<file path="src/rtl/psw_pkg.sv">
// Shared definitions for the push-switch debouncer: key count, default timing
// and the per-key debounce state encoding.
package psw_pkg;

  localparam int NKEY           = 4;
  localparam int DEF_SAMPLE_DIV = 10000;
  localparam int DEF_STABLE_CNT = 4;

  typedef enum logic [1:0] {
    UP,
    DOWN_PEND,
    DOWN,
    UP_PEND
  } key_state_e;

endpackage

</file>
<file path="src/rtl/key_debounce_ch.sv">
// One debounced key: two-flop synchronizer, four-state qualification FSM
// stepped on the shared sample tick, and registered press/release pulses.
module key_debounce_ch
  import psw_pkg::*;
#(
  parameter int STABLE_CNT = DEF_STABLE_CNT
) (
  input  logic clk,
  input  logic rst,
  input  logic tick,
  input  logic key_in,
  output logic key_lvl,
  output logic psw,
  output logic rsw
);

  localparam int CW = (STABLE_CNT > 1) ? $clog2(STABLE_CNT) : 1;
  localparam logic [CW-1:0] CNT_ONE  = CW'(1);
  localparam logic [CW-1:0] CNT_LAST = CW'(STABLE_CNT - 1);

  logic          sync1_q, sync1_d;
  logic          sync2_q, sync2_d;
  key_state_e    state_q, state_d;
  logic [CW-1:0] cnt_q, cnt_d;
  logic          lvl_q, lvl_d;
  logic          psw_q, psw_d;
  logic          rsw_q, rsw_d;

  always_comb begin
    sync1_d = key_in;
    sync2_d = sync1_q;
    state_d = state_q;
    cnt_d   = cnt_q;
    if (tick) begin
      case (state_q)
        UP: begin
          if (sync2_q) begin
            state_d = DOWN_PEND;
            cnt_d   = CNT_ONE;
          end
        end
        DOWN_PEND: begin
          if (!sync2_q) begin
            state_d = UP;
            cnt_d   = '0;
          end else if (cnt_q == CNT_LAST) begin
            state_d = DOWN;
            cnt_d   = '0;
          end else begin
            cnt_d = cnt_q + CNT_ONE;
          end
        end
        DOWN: begin
          if (!sync2_q) begin
            state_d = UP_PEND;
            cnt_d   = CNT_ONE;
          end
        end
        UP_PEND: begin
          if (sync2_q) begin
            state_d = DOWN;
            cnt_d   = '0;
          end else if (cnt_q == CNT_LAST) begin
            state_d = UP;
            cnt_d   = '0;
          end else begin
            cnt_d = cnt_q + CNT_ONE;
          end
        end
        default: begin
          state_d = UP;
          cnt_d   = '0;
        end
      endcase
    end
    // Pulses are derived from the next level so they align with its first cycle.
    lvl_d = (state_d == DOWN) || (state_d == UP_PEND);
    psw_d = lvl_d & ~lvl_q;
    rsw_d = ~lvl_d & lvl_q;
  end

  always_ff @(posedge clk) begin
    if (rst) begin
      sync1_q <= 1'b0;
      sync2_q <= 1'b0;
      state_q <= UP;
      cnt_q   <= '0;
      lvl_q   <= 1'b0;
      psw_q   <= 1'b0;
      rsw_q   <= 1'b0;
    end else begin
      sync1_q <= sync1_d;
      sync2_q <= sync2_d;
      state_q <= state_d;
      cnt_q   <= cnt_d;
      lvl_q   <= lvl_d;
      psw_q   <= psw_d;
      rsw_q   <= rsw_d;
    end
  end

  assign key_lvl = lvl_q;
  assign psw     = psw_q;
  assign rsw     = rsw_q;

endmodule

</file>
<file path="src/rtl/psw_debounce.sv">
// Four-key push-switch debouncer: a shared sample-tick divider feeding one
// independent debounce channel per key.
module psw_debounce
  import psw_pkg::*;
#(
  parameter int SAMPLE_DIV = DEF_SAMPLE_DIV,
  parameter int STABLE_CNT = DEF_STABLE_CNT
) (
  input  logic            CLK,
  input  logic            RST,
  input  logic [NKEY-1:0] KEY_IN,
  output logic [NKEY-1:0] PSW,
  output logic [NKEY-1:0] RSW,
  output logic [NKEY-1:0] KEY_LVL
);

  localparam int TW = $clog2(SAMPLE_DIV);
  localparam logic [TW-1:0] TICK_LAST = TW'(SAMPLE_DIV - 1);

  logic [TW-1:0] tick_cnt_q, tick_cnt_d;
  logic          tick;

  always_comb begin
    tick       = (tick_cnt_q == TICK_LAST);
    tick_cnt_d = tick ? '0 : tick_cnt_q + TW'(1);
  end

  always_ff @(posedge CLK) begin
    if (RST) tick_cnt_q <= '0;
    else     tick_cnt_q <= tick_cnt_d;
  end

  for (genvar g = 0; g < NKEY; g++) begin : g_ch
    key_debounce_ch #(
      .STABLE_CNT(STABLE_CNT)
    ) u_ch (
      .clk    (CLK),
      .rst    (RST),
      .tick   (tick),
      .key_in (KEY_IN[g]),
      .key_lvl(KEY_LVL[g]),
      .psw    (PSW[g]),
      .rsw    (RSW[g])
    );
  end

endmodule

</file>
<file path="config.mk">
export PLATFORM = sky130hd
export DESIGN_NAME = psw_debounce
export DESIGN_NICKNAME = d
export VERILOG_FILES = /design/src/rtl/psw_pkg.sv /design/src/rtl/key_debounce_ch.sv /design/src/rtl/psw_debounce.sv
export SDC_FILE = /design/constraint.sdc
export NUM_CORES = 1
export LEC_CHECK = 0
export CAP_MARGIN = 20
export CORE_MARGIN = 2
export CORE_UTILIZATION = 50
export DETAILED_ROUTE_END_ITERATION = 8
export GPL_ROUTABILITY_DRIVEN = 0
export PLACE_DENSITY = 0.73
export REMOVE_ABC_BUFFERS = 1
export SLEW_MARGIN = 20
export SYNTH_ARGS = -nofsm -noshare
export SYNTH_HDL_FRONTEND = slang
export SYNTH_HIERARCHICAL = 1
export SYNTH_SLANG_ARGS = --single-unit
</file>
<file path="constraint.sdc">
create_clock -name CLK -period 2.9 [get_ports CLK]
set_clock_uncertainty 0.05 [all_clocks]
set_input_delay 0.58 -clock CLK [delete_from_list [all_inputs] [get_ports CLK]]
set_output_delay 0.58 -clock CLK [all_outputs]
set_load 0.02 [all_outputs]
</file>
==> qor.csv, run 1 <==
metric;value;unit
DP Worst Slack;0.597;ns
leading area contributor after synthesis;dfxtp_1;
most frequent cells in the layout;dfxtp_1 (50), nor2_1 (25), clkdlybuf4s50_1 (17);
Seq cells post-synth;50;
dominant synthesized flop cell;dfxtp_1;
CTS Root Buffer Type;clkbuf_8;
EDFF count, synth;0;
PD cells;578;nW/um2
Crit path required time;3.10;ns
final setup fails;0;
post-CTS setup buffer count;0;
cells on worst reg2reg path;5;
CTS tree;built;
CP peak stage delay;0.59;ns
Final ANT Viol Nets;0;
Cell Area, Synth;1900;um2
first-pass GRT wire length;5.46;mm
Met2 Wirelength;1.55;mm
Initial DRC Count;61;
core area;3660;um2
Final WS setup;0.519;ns
Final #Nets;231;
Clock Latency Late Sink;0.30;ns
DRT Pass-1 Iters;4;
number of I/O port buffers;17;
largest net degree at the start of global routing;26;
DRC errors left;0;
most common library cell in the layout ignoring fill and taps;dfxtp_1;
Starting Density;0.519;
Syn-to-layout area delta;20.0;%
crit-path max FO;10;
die width;65.7;um
Clk pin slew, worst setup/hold paths;0.08;ns
max-cap viol count;0;
Routed WL per cell;11.6;um
cts-stage hold buffer count;0;
TritonCTS Sinks;50;
final instance area;2280;um2
RSZ-0062 raised after global routing;false;
top cells by area, synth;dfxtp_1 (53%), nor2_1 (4.9%), xnor2_1 (4.6%);
DR top layer;met4;
sequential area share after synthesis;0.526;
post-detail-place hpwl;2.17;mm
warnings from Yosys;6;
capture point of the critical path;g_ch[2].u_ch/rsw;
Crit. End Element;register;
final worst-path cycle share;0.821;
layout cell share with drive strength beyond 1;0.0588;
R2R Path Start;tick_cnt_q[5];
worst reg2reg setup slack;0.52;ns
worst path cell trace;or4b_1 -> nor4_4 -> nand3_1 -> mux2i_1 -> and3b_1;
post-detailed-placement cell area;2140;um2
fin crit period;2.38;ns
footprint of the multi-input gates;863;um2
htree depth;2;
R2R Path End;g_ch[2].u_ch/rsw;
Yosys top cell area share;0.526;
Async SR Flop Fraction;0;
Crit. Startpoint;tick_cnt_q[5];
fin. max-slew vios;0;
Max Clk Rate;420;MHz
Slew @ Worst Pin;0.584;ns
initial antenna violation count;0;
# resized after CTS;0;
Chip Height;65.7;um
routed wire length;3.12;mm
Worst Hold Class;reg -> reg;
Mapped Avg Cell Area;9.61;um2
Worst slew margin;0.608;
Final Hold Fails;0;
CP Launch Type;register;
cts bufs inserted;5;
Worst path slowest cell;or4b_1;
routed metal-1 wirelength;1.37;mm
Ports;18;
Unique masters post-synth;25;
delay-heaviest family, CP;simple AND/OR/NAND/NOR gates;
grt ovf;0;
Vias/cell;5.27;
Placed Cells incl. Taps;261;
status;finished clean;
vias in the first global route;1316;
critical path depth;5;
die area;4310;um2
Setup TNS;0;ns
Total GRT Usage;0.165;
Synth Instances;198;
DR vias;1417;
LEAKAGE;0.850;nW
arrival time at the worst endpoint;2.58;ns
Max Buffers Root-to-Sink;2;
Reg area;1000;um2
final std cells w/o fill;269;
worst vdd ir;0.433;mV
fill count;307;
CP Buf/Inv Count;0;
row count;22;
Worst Setup Path Type;reg -> reg;
WL met3;160;um
antenna cells;0;
[worst reg2reg max path, delay by kind of cell, from the launching register on]
family,cells,cell delay (ns)
flops,1,0.37
mux,1,0.34
simple gates,4,1.58
[area by class of cell]
| class | instances | area share |
|---|---|---|
| Sequential cell | 50 | 0.439 |
| Multi-Input combinational cell | 139 | 0.378 |
| Timing Repair Buffer | 20 | 0.0899 |
| Clock buffer | 5 | 0.0302 |
| Clock inverter | 3 | 0.0302 |
| Tap cell | 48 | 0.0263 |
| Inverter | 4 | 0.00658 |
[logic make-up after synthesis]
group,after synthesis,share of synthesized area
AO/OA/AOI/OAI,12,0.0342
XOR/XNOR,16,0.0737
adder cells (fa/ha/maj),5,0.0329
buffers and inverters,9,0.0243
flip-flops,50,0.526
multiplexers,4,0.0211
AND/OR/NAND/NOR,102,0.288
[Yosys cell counts (4+ instances only)]
library cell and n:
a31oi_1 4, nand3_1 12, nand4_1 8, nor2b_1 8
nor3_1 9, xor2_1 6, nand2b_1 8, and3b_1 4
buf_2 4, dfxtp_1 50, inv_1 4, mux2i_1 4
ha_1 5, a21oi_1 8, or3b_1 4, nand2_1 15
xnor2_1 10, nand3b_1 4, nor2_1 25
[through the flow]
step	power [mW]	utilization	hold WS (ns)
floorplan	0.744	-	0.364
global placement	0.765	0.586	0.376
detailed placement	0.767	0.586	0.383
CTS	1.34	0.623	0.396
global route	1.37	0.623	0.410
finish	1.32	0.623	0.394
[power breakdown]
| part | leakage (nW) | internal [mW] | switching (mW) |
|---|---|---|---|
| clock | 0.0683 | 0.345 | 0.223 |
| sequential | 0.405 | 0.699 | 0.00900 |
| combinational | 0.377 | 0.0222 | 0.0209 |
| total | 0.850 | 1.07 | 0.253 |
[sequential cells by signal, indices dropped and copies added, names as in the netlist]
name	flops
g_ch.u_ch/state_q	8
tick_cnt_q	14
g_ch.u_ch/key_lvl	4
g_ch.u_ch/psw	4
g_ch.u_ch/sync2_q	4
g_ch.u_ch/rsw	4
g_ch.u_ch/sync1_q	4
g_ch.u_ch/cnt_q	8
[worst min path at each step]
| stage | start | to | slack (ns) | cells past startpoint |
|---|---|---|---|---|
| 2_1_floorplan | g_ch[0].u_ch/sync1_q | g_ch[0].u_ch/sync2_q | 0.36 | 1 |
| 6_report | g_ch[2].u_ch/key_lvl | g_ch[2].u_ch/psw | 0.39 | 1 |
| 4_1_cts | g_ch[2].u_ch/key_lvl | g_ch[2].u_ch/psw | 0.40 | 1 |
| 5_1_grt | g_ch[3].u_ch/sync1_q | g_ch[3].u_ch/sync2_q | 0.41 | 1 |
| 3_5_place_dp | g_ch[0].u_ch/sync1_q | g_ch[0].u_ch/sync2_q | 0.38 | 1 |
| 3_3_place_gp | g_ch[1].u_ch/sync1_q | g_ch[1].u_ch/sync2_q | 0.38 | 1 |
[layer usage]
metal / global-route usage / vias to the layer above
li1: - / 718
met3: 0.0599 / 5
met4: 0.0703 / 0
met1: 0.175 / 663
met2: 0.293 / 31
met5: 0 / -
No activity file was read; power rests on OpenSTA's default activity.
==> run 2, diff against run 1 <==
CORE_UTILIZATION = 55   (was 50)
PLACE_DENSITY = 0.76   (was 0.73)
clock period = 2.49 ns   (was 2.9 ns; I/O delays follow)
==> run 2 against run 1 <==
Via count fell by 0.71%. Routed wire length is 0.58% higher. Count of clock-buffer cells in the layout unchanged. Sequential cell count stayed put. Worst setup slack worse by 0.29 ns. Critical path depth rose by 1. Final cell count fell by 0.74%. Sequential share of layout area grew 1.5 points. Worst hold slack improved by 0.0088 ns. Utilization up 3.8 points. Sequential power grew 17%. Register-to-register slack worse by 0.29 ns.
==> qor.csv, run 2 (synthesis gave the netlist of run 1 again) <==
metric;value;unit;change
final std cells w/o fill;267;;was 269
TritonCTS Sinks;50;;unchanged
Chip Height;62.8;um;was 65.7 um
Crit path required time;2.75;ns;was 3.10 ns
CP Launch Type;register;;unchanged
worst reg2reg setup slack;0.23;ns;was 0.52 ns
Final Util;0.661;;was 0.623
Final #Nets;231;;unchanged
LEAKAGE;0.822;nW;was 0.850 nW
Max Buffers Root-to-Sink;2;;unchanged
final worst-path cycle share;0.909;;was 0.821
Initial DRC Count;51;;was 61
die width;62.8;um;was 65.7 um
fin. max-slew vios;0;;unchanged
hold_ws;0.403;ns;was 0.394 ns
post-detailed-placement cell area;2130;um2;was 2140 um2
DRC errors left;0;;unchanged
status;finished clean;;unchanged
antenna cells;0;;unchanged
core area;3340;um2;was 3660 um2
Setup TNS;0;ns;unchanged
routed wire length;3.14;mm;was 3.12 mm
Tot Pwr;1.33;mW;was 1.32 mW
die area;3940;um2;was 4310 um2
final setup fails;0;;unchanged
row count;21;;was 22
Clock Latency Late Sink;0.37;ns;was 0.30 ns
Total GRT Usage;0.184;;was 0.165
final instance area;2210;um2;was 2280 um2
Crit. Startpoint;tick_cnt_q[5];;unchanged
Final ANT Viol Nets;0;;unchanged
worst vdd ir;0.404;mV;was 0.433 mV
layout cell share with drive strength beyond 1;0.0588;;unchanged
Worst Setup Path Type;reg -> reg;;unchanged
largest net degree at the start of global routing;30;;was 26
biggest regs;tick_cnt_q: 14 flops, g_ch.u_ch/cnt_q: 8 flops, g_ch.u_ch/state_q: 8 flops;;unchanged
Top reg by flops;tick_cnt_q;;unchanged
Final WS setup;0.226;ns;was 0.519 ns
RSZ-0062 raised after global routing;false;;unchanged
Worst slew margin;0.778;;was 0.608
Crit. End Element;register;;unchanged
initial antenna violation count;0;;unchanged
DRT Pass-1 Iters;4;;unchanged
arrival time at the worst endpoint;2.53;ns;was 2.58 ns
max reg flops;14;;unchanged
number of I/O port buffers;17;;unchanged
PD cells;602;nW/um2;was 578 nW/um2
Ports;18;;unchanged
cts-stage hold buffer count;0;;unchanged
cts bufs inserted;5;;unchanged
R2R Path Start;tick_cnt_q[5];;unchanged
post-detail-place hpwl;2.21;mm;was 2.17 mm
Final Hold Fails;0;;unchanged
Hold Startpoint;g_ch[2].u_ch/sync1_q;;was g_ch[2].u_ch/key_lvl
Slew @ Worst Pin;0.324;ns;was 0.584 ns
Routed WL per cell;11.7;um;was 11.6 um
max-cap viol count;0;;unchanged
fin crit period;2.26;ns;was 2.38 ns
Vias/cell;5.27;;about the same
CTS tree;built;;unchanged
Clk pin slew, worst setup/hold paths;0.14;ns;was 0.08 ns
DP Worst Slack;0.274;ns;was 0.597 ns
most frequent cells in the layout;dfxtp_1 (50), nor2_1 (25), clkdlybuf4s50_1 (17);;unchanged
DR vias;1407;;was 1417
most common library cell in the layout ignoring fill and taps;dfxtp_1;;unchanged
grt ovf;0;;unchanged
vias in the first global route;1305;;was 1316
Max Clk Rate;442;MHz;was 420 MHz
Placed Cells incl. Taps;259;;was 261
htree depth;2;;unchanged
CTS Root Buffer Type;clkbuf_4;;was clkbuf_8
Worst Hold Class;reg -> reg;;unchanged
Starting Density;0.570;;was 0.519
crit-path max FO;29;;was 10
Syn-to-layout area delta;16.1;%;was 20.0%
post-CTS setup buffer count;0;;unchanged
first-pass GRT wire length;5.73;mm;was 5.46 mm
# resized after CTS;0;;unchanged
run 2: changes by cell type in the layout (fill, tap and decap cells not counted):
cell       change
buf_4          +1
clkinv_2       +2
clkinv_4       -1
clkbuf_4       +5
clkbuf_8       -5
buf_12         -1
bufinv_16      -1
run 2: worst paths after layout:
| path | end | cells past startpoint |
|---|---|---|
| worst max-delay path | g_ch[3].u_ch/rsw | 6 |
| worst min-delay path | g_ch[2].u_ch/sync2_q | 1 |
| worst max register to register | g_ch[3].u_ch/rsw | 6 |
| worst min register to register | g_ch[2].u_ch/sync2_q | 1 |
run 2: per-layer routing:
layer	vias up	routed length [um]	track usage
li1	712	-	-
met2	27	1520	0.302
met3	6	124	0.0703
met4	0	60	0.0694
met5	-	0	0
met1	662	1430	0.219
run 2: where the power goes:
part	internal, mW	leakage [nW]	switching (mW)
Combinational	0.0249	0.372	0.0246
Clock	0.208	0.0450	0.244
Sequential	0.815	0.405	0.0108
Total	1.05	0.822	0.279
run 2: cell type report:
cell class	count	area, um2
multi-input combinational	139	863
inverter	4	15.0
clock inverter	3	40.0
tap	46	57.6
timing repair buffer	20	193
fill	300	1130
sequential	50	1000
clock buffer	5	37.5
run 2: worst max-delay path, cell delays in order (launching register included):
cell,delay [ns]
dfxtp_1,0.39
or4b_1,0.58
nor4_4,0.26
buf_4,0.30
nand3_1,0.13
mux2i_1,0.31
and3b_1,0.20
==> edit 1: new RTL, settings of run 2 <==
The package constant `DEF_STABLE_CNT` goes from 4 to 8.
--- a/src/rtl/psw_pkg.sv
+++ b/src/rtl/psw_pkg.sv
@@ -6,3 +6,3 @@
   localparam int DEF_SAMPLE_DIV = 10000;
-  localparam int DEF_STABLE_CNT = 4;
+  localparam int DEF_STABLE_CNT = 8;
 
Behaviour: same outputs for any inputs over 10 cycles, from zero or initial values and one cycle with RST high; that may be too few to reach the edited logic, so the function may still have changed.
==> edit 1 against run 2 <==
Sequential cell count rose by 4. Critical path depth unchanged. Setup slack improved by 0.10 ns. First-iteration DRC count rose to 2.5 times the old value. Final area increased by 14%. Sequential power up 6.5%. Clock power grew 23%. Total power grew 11%. Wire length up 12%. Global-route usage is essentially flat. Area after synthesis is 14% higher.
==> edit 1: results (changes against run 2) <==
stage;metric;value;unit;change
status;status;finished clean;;unchanged
worst_hold_path;Hold Crit Start;g_ch[3].u_ch/sync1_q;;was g_ch[2].u_ch/sync1_q
drt;met2 wire len;1750;um;was 1520 um
final_layout;register area;0.00108;mm^2;was 0.00100 mm^2
drt;Starting DRT DRC Count;130;;was 51
drt;routed length on met3;104;um;was 124 um
drt;Routed wire per std cell;12.2;um;was 11.7 um
placement;pre-CTS WS;0.365;ns;was 0.274 ns
drt;met1 WL;1630;um;was 1430 um
global_route;first-pass GRT wire length;6330;um;was 5730 um
logic_synthesis;Synth Area in Compound Gates;2.31;%;was 3.42%
global_route;all-layer global routing usage;18.4;%;about the same
logic_synthesis;library cells used by synthesis;26;;was 25
final_layout;biggest regs;tick_cnt_q (14), g_ch.u_ch/cnt_q (12), g_ch.u_ch/state_q (8);;was tick_cnt_q (14), g_ch.u_ch/cnt_q (8), g_ch.u_ch/state_q (8)
placement;post-placement cell count;278;;was 259
clock_tree;Reg clk slew, reported paths;0.09;ns;was 0.14 ns
power_and_ir_drop;Worst VDD drop;0.000475;V;was 0.000404 V
placement;Post-DP HPWL;2540;um;was 2210 um
final_layout;share of cells above drive strength 1;9.24;%;was 5.88%
worst_hold_path;WHS Endpoint;g_ch[3].u_ch/sync2_q;;was g_ch[2].u_ch/sync2_q
timing;crit path time final;2.16;ns;was 2.26 ns
setup_path;WP data arrival;2.36;ns;was 2.53 ns
drt;Final Routed Wirelength;3500;um;was 3140 um
clock_tree;clock latency on the worst-skew pair;0.29;ns;was 0.37 ns
clock_tree;Root Buffer;clkbuf_8;;was clkbuf_4
logic_synthesis;mux cell area share after synthesis;6.24;%;was 2.11%
logic_synthesis;syn avg cell area;10.1;um^2;was 9.61 um^2
setup_path;reg2reg end;g_ch[2].u_ch/rsw;;was g_ch[3].u_ch/rsw
final_layout;Final nets;252;;was 231
setup_path;CP max FO;21;;was 29
logic_synthesis;sequential share of the synthesized area;49.9;%;was 52.6%
logic_synthesis;top cells by area, synth;dfxtp_1, nand3b_1, ha_1;;was dfxtp_1, nor2_1, xnor2_1
logic_synthesis;top post-synthesis cells by count;dfxtp_1, nor2_1, nand3b_1;;was dfxtp_1, nor2_1, nand2_1
timing;Slew headroom;78.0;%;was 77.8%
setup_path;FF-to-FF setup slack;0.33;ns;was 0.23 ns
final_layout;filler cell count;287;;was 300
drt;Vias;1487;;was 1,407
power_and_ir_drop;Switching Fraction;19.4;%;was 21.1%
edit 1: cell count changes after synthesis, sizes merged:
cell | run 2 | this run
buf | 5 | 1
clkbuf | 0 | 4
a21oi | 8 | 4
nand4 | 8 | 4
or3b | 4 | 0
o31ai | 0 | 4
mux2i | 4 | 12
or2b | 0 | 4
nand2b | 8 | 0
dfxtp | 50 | 54
ha | 5 | 9
nand3b | 4 | 20
a31oi | 4 | 0
edit 1: worst max path at each step:
stage / start / end / slack (ns) / cells after the start
final: tick_cnt_q[5] / g_ch[2].u_ch/rsw / 0.33 / 6
after global routing: tick_cnt_q[5] / g_ch[0].u_ch/rsw / 0.20 / 6
after CTS: tick_cnt_q[5] / g_ch[1].u_ch/rsw / 0.33 / 6
after global placement: tick_cnt_q[5] / g_ch[0].u_ch/rsw / 0.42 / 6
after floorplan: tick_cnt_q[5] / g_ch[0].u_ch/rsw / -0.15 / 5
after detailed placement: tick_cnt_q[5] / g_ch[2].u_ch/rsw / 0.36 / 6
edit 1: area by class of cell:
type,count,share of cell area (%)
Clock buffer,5,2.73
Clock inverter,3,1.59
Inverter,4,0.596
Multi-Input combinational cell,151,41.8
Sequential cell,54,42.9
Tap cell,48,2.38
Timing Repair Buffer,21,7.95
edit 1: power by group through the flow:
stage / combinational (uW) / clock (uW) / sequential [uW]
2_1_floorplan: 20.3 / 0 / 899
3_3_place_gp: 42.5 / 0 / 900
3_5_place_dp: 44.2 / 0 / 901
4_1_cts: 44.1 / 569 / 880
5_1_grt: 49.8 / 606 / 882
6_report: 43.6 / 554 / 880
edit 1: metal layers:
layer	global-route usage (%)	vias up
met4	5.36	0
met5	0	-
met1	22.3	685
met2	32.1	24
met3	4.56	2
li1	-	776
==> edit 2: new RTL, settings of run 2 <==
Made on the original files. Make the reset (`RST` and `rst`) asynchronous in 2 clocked blocks.
--- a/src/rtl/key_debounce_ch.sv
+++ b/src/rtl/key_debounce_ch.sv
@@ -81,3 +81,3 @@
 
-  always_ff @(posedge clk) begin
+  always_ff @(posedge clk or posedge rst) begin
     if (rst) begin
--- a/src/rtl/psw_debounce.sv
+++ b/src/rtl/psw_debounce.sv
@@ -27,3 +27,3 @@
 
-  always_ff @(posedge CLK) begin
+  always_ff @(posedge CLK or posedge RST) begin
     if (RST) tick_cnt_q <= '0;
Check against the original RTL: no difference found for any inputs over 10 cycles, from zero or initial values and one cycle with RST high; that may be too few to reach the edited logic, so the function may still have changed.
==> edit 2 against run 2 <==
Final cell count down 4.9%. Total power decreased by 0.19%. Area after synthesis grew 9.0%. Final area increased by 9.2%. Wire length up 7.7%. Sequential cell count did not move. Setup slack improved by 0.050 ns. Die area grew 8.4%. Critical path type unchanged. Highest routed layer unchanged.
==> edit 2: results (changes against run 2) <==
stage;metric;value;unit;change
drt;via/cell ratio;5.33;;was 5.27
drt;Final Routed Wirelength;3380;um;was 3140 um
logic_synthesis;syn avg cell area;11.6;um^2;was 9.61 um^2
final_layout;Final nets;217;;was 231
placement;post-placement cell count;246;;was 259
setup_path;slowest stage delay, CP;0.55;ns;was 0.58 ns
setup_path;FF-to-FF setup slack;0.28;ns;was 0.23 ns
clock_tree;clock latency on the worst-skew pair;0.30;ns;was 0.37 ns
drt;met1 WL;1430;um;about the same
logic_synthesis;top cells by area, synth;dfrtp_1, xor2_1, ha_1;;was dfxtp_1, nor2_1, xnor2_1
logic_synthesis;top post-synthesis cells by count;dfrtp_1, inv_1, nand2_1;;was dfxtp_1, nor2_1, nand2_1
timing;FMAX;0.452;GHz;was 0.442 GHz
placement;placed instance area;0.00232;mm^2;was 0.00213 mm^2
drt;Routed wire per std cell;13.3;um;was 11.7 um
power_and_ir_drop;Worst VDD drop;0.000373;V;was 0.000404 V
final_layout;share of cells above drive strength 1;9.71;%;was 5.88%
drt;Starting DRT DRC Count;47;;was 51
global_route;met1 GRT Util;22.1;%;was 21.9%
drt;routed length on met3;113;um;was 124 um
clock_tree;Root Buffer;clkbuf_8;;was clkbuf_4
setup_path;WP data arrival;2.40;ns;was 2.53 ns
placement;Post-DP HPWL;2400;um;was 2210 um
global_route;vias in the first global route;1445;;was 1,305
timing;worst hold slack;0.304;ns;was 0.403 ns
global_route;largest net degree at the start of global routing;27;;was 30
logic_synthesis;sequential share of the synthesized area;60.4;%;was 52.6%
final_layout;post-route cell area;0.00241;mm^2;was 0.00221 mm^2
timing;Worst Tran Pin Value;0.542;ns;was 0.324 ns
logic_synthesis;Post-synth ARST share;100;%;was 0%
status;status;finished clean;;unchanged
final_layout;filler cell count;273;;was 300
drt;met2 wire len;1780;um;was 1520 um
clock_tree;Reg clk slew, reported paths;0.09;ns;was 0.14 ns
setup_path;CP max-delay cell;or4b_4;;was or4b_1
logic_synthesis;library cells used by synthesis;27;;was 25
## edit 2: changes by cell type in the layout (fill, tap and decap cells not counted), moves of 8 or more
cell      delta
dfxtp_1     -50
nor2_1      -17
inv_1       +16
nand2b_1     -8
dfrtp_1     +50
o21ai_0     +13
## edit 2: worst paths after layout
| kind | start | endpoint | cells past startpoint |
|---|---|---|---|
| min | g_ch[2].u_ch/sync1_q | g_ch[2].u_ch/sync2_q | 0 |
| max reg2reg | tick_cnt_q[5] | g_ch[0].u_ch/rsw | 6 |
| max in group asynchronous | RST | tick_cnt_q[0] | 2 |
| min in group asynchronous | RST | g_ch[2].u_ch/cnt_q[1] | 2 |
| max | tick_cnt_q[5] | g_ch[0].u_ch/rsw | 6 |
| min reg2reg | g_ch[2].u_ch/sync1_q | g_ch[2].u_ch/sync2_q | 0 |
## edit 2: cell type report
type / count / share of cell area, %
Multi-Input combinational cell: 109 / 31.0
Sequential cell: 50 / 51.9
Timing Repair Buffer: 19 / 7.68
Tap cell: 48 / 2.49
Clock inverter: 1 / 0.208
Clock buffer: 7 / 3.58
Inverter: 20 / 3.12
## edit 2: kinds of logic (layout without fill, tap and decap cells)
kind of cell	count (synthesis)	count (layout)	share of synthesized area (%)
XOR/XNOR	12	12	5.07
flip-flops	50	50	60.4
multiplexers	4	4	2.66
AO/OA/AOI/OAI	23	23	6.82
AND/OR/NAND/NOR	64	64	17.9
adder cells (fa/ha/maj)	6	6	3.62
buffers and inverters	20	47	3.62
## edit 2: power breakdown
group	switching, uW	internal [uW]	total [uW]	leakage [uW]
sequential	4.01	818	822	0.000666
clock	251	224	475	0.0000482
combinational	19.6	8.72	28.4	0.000479
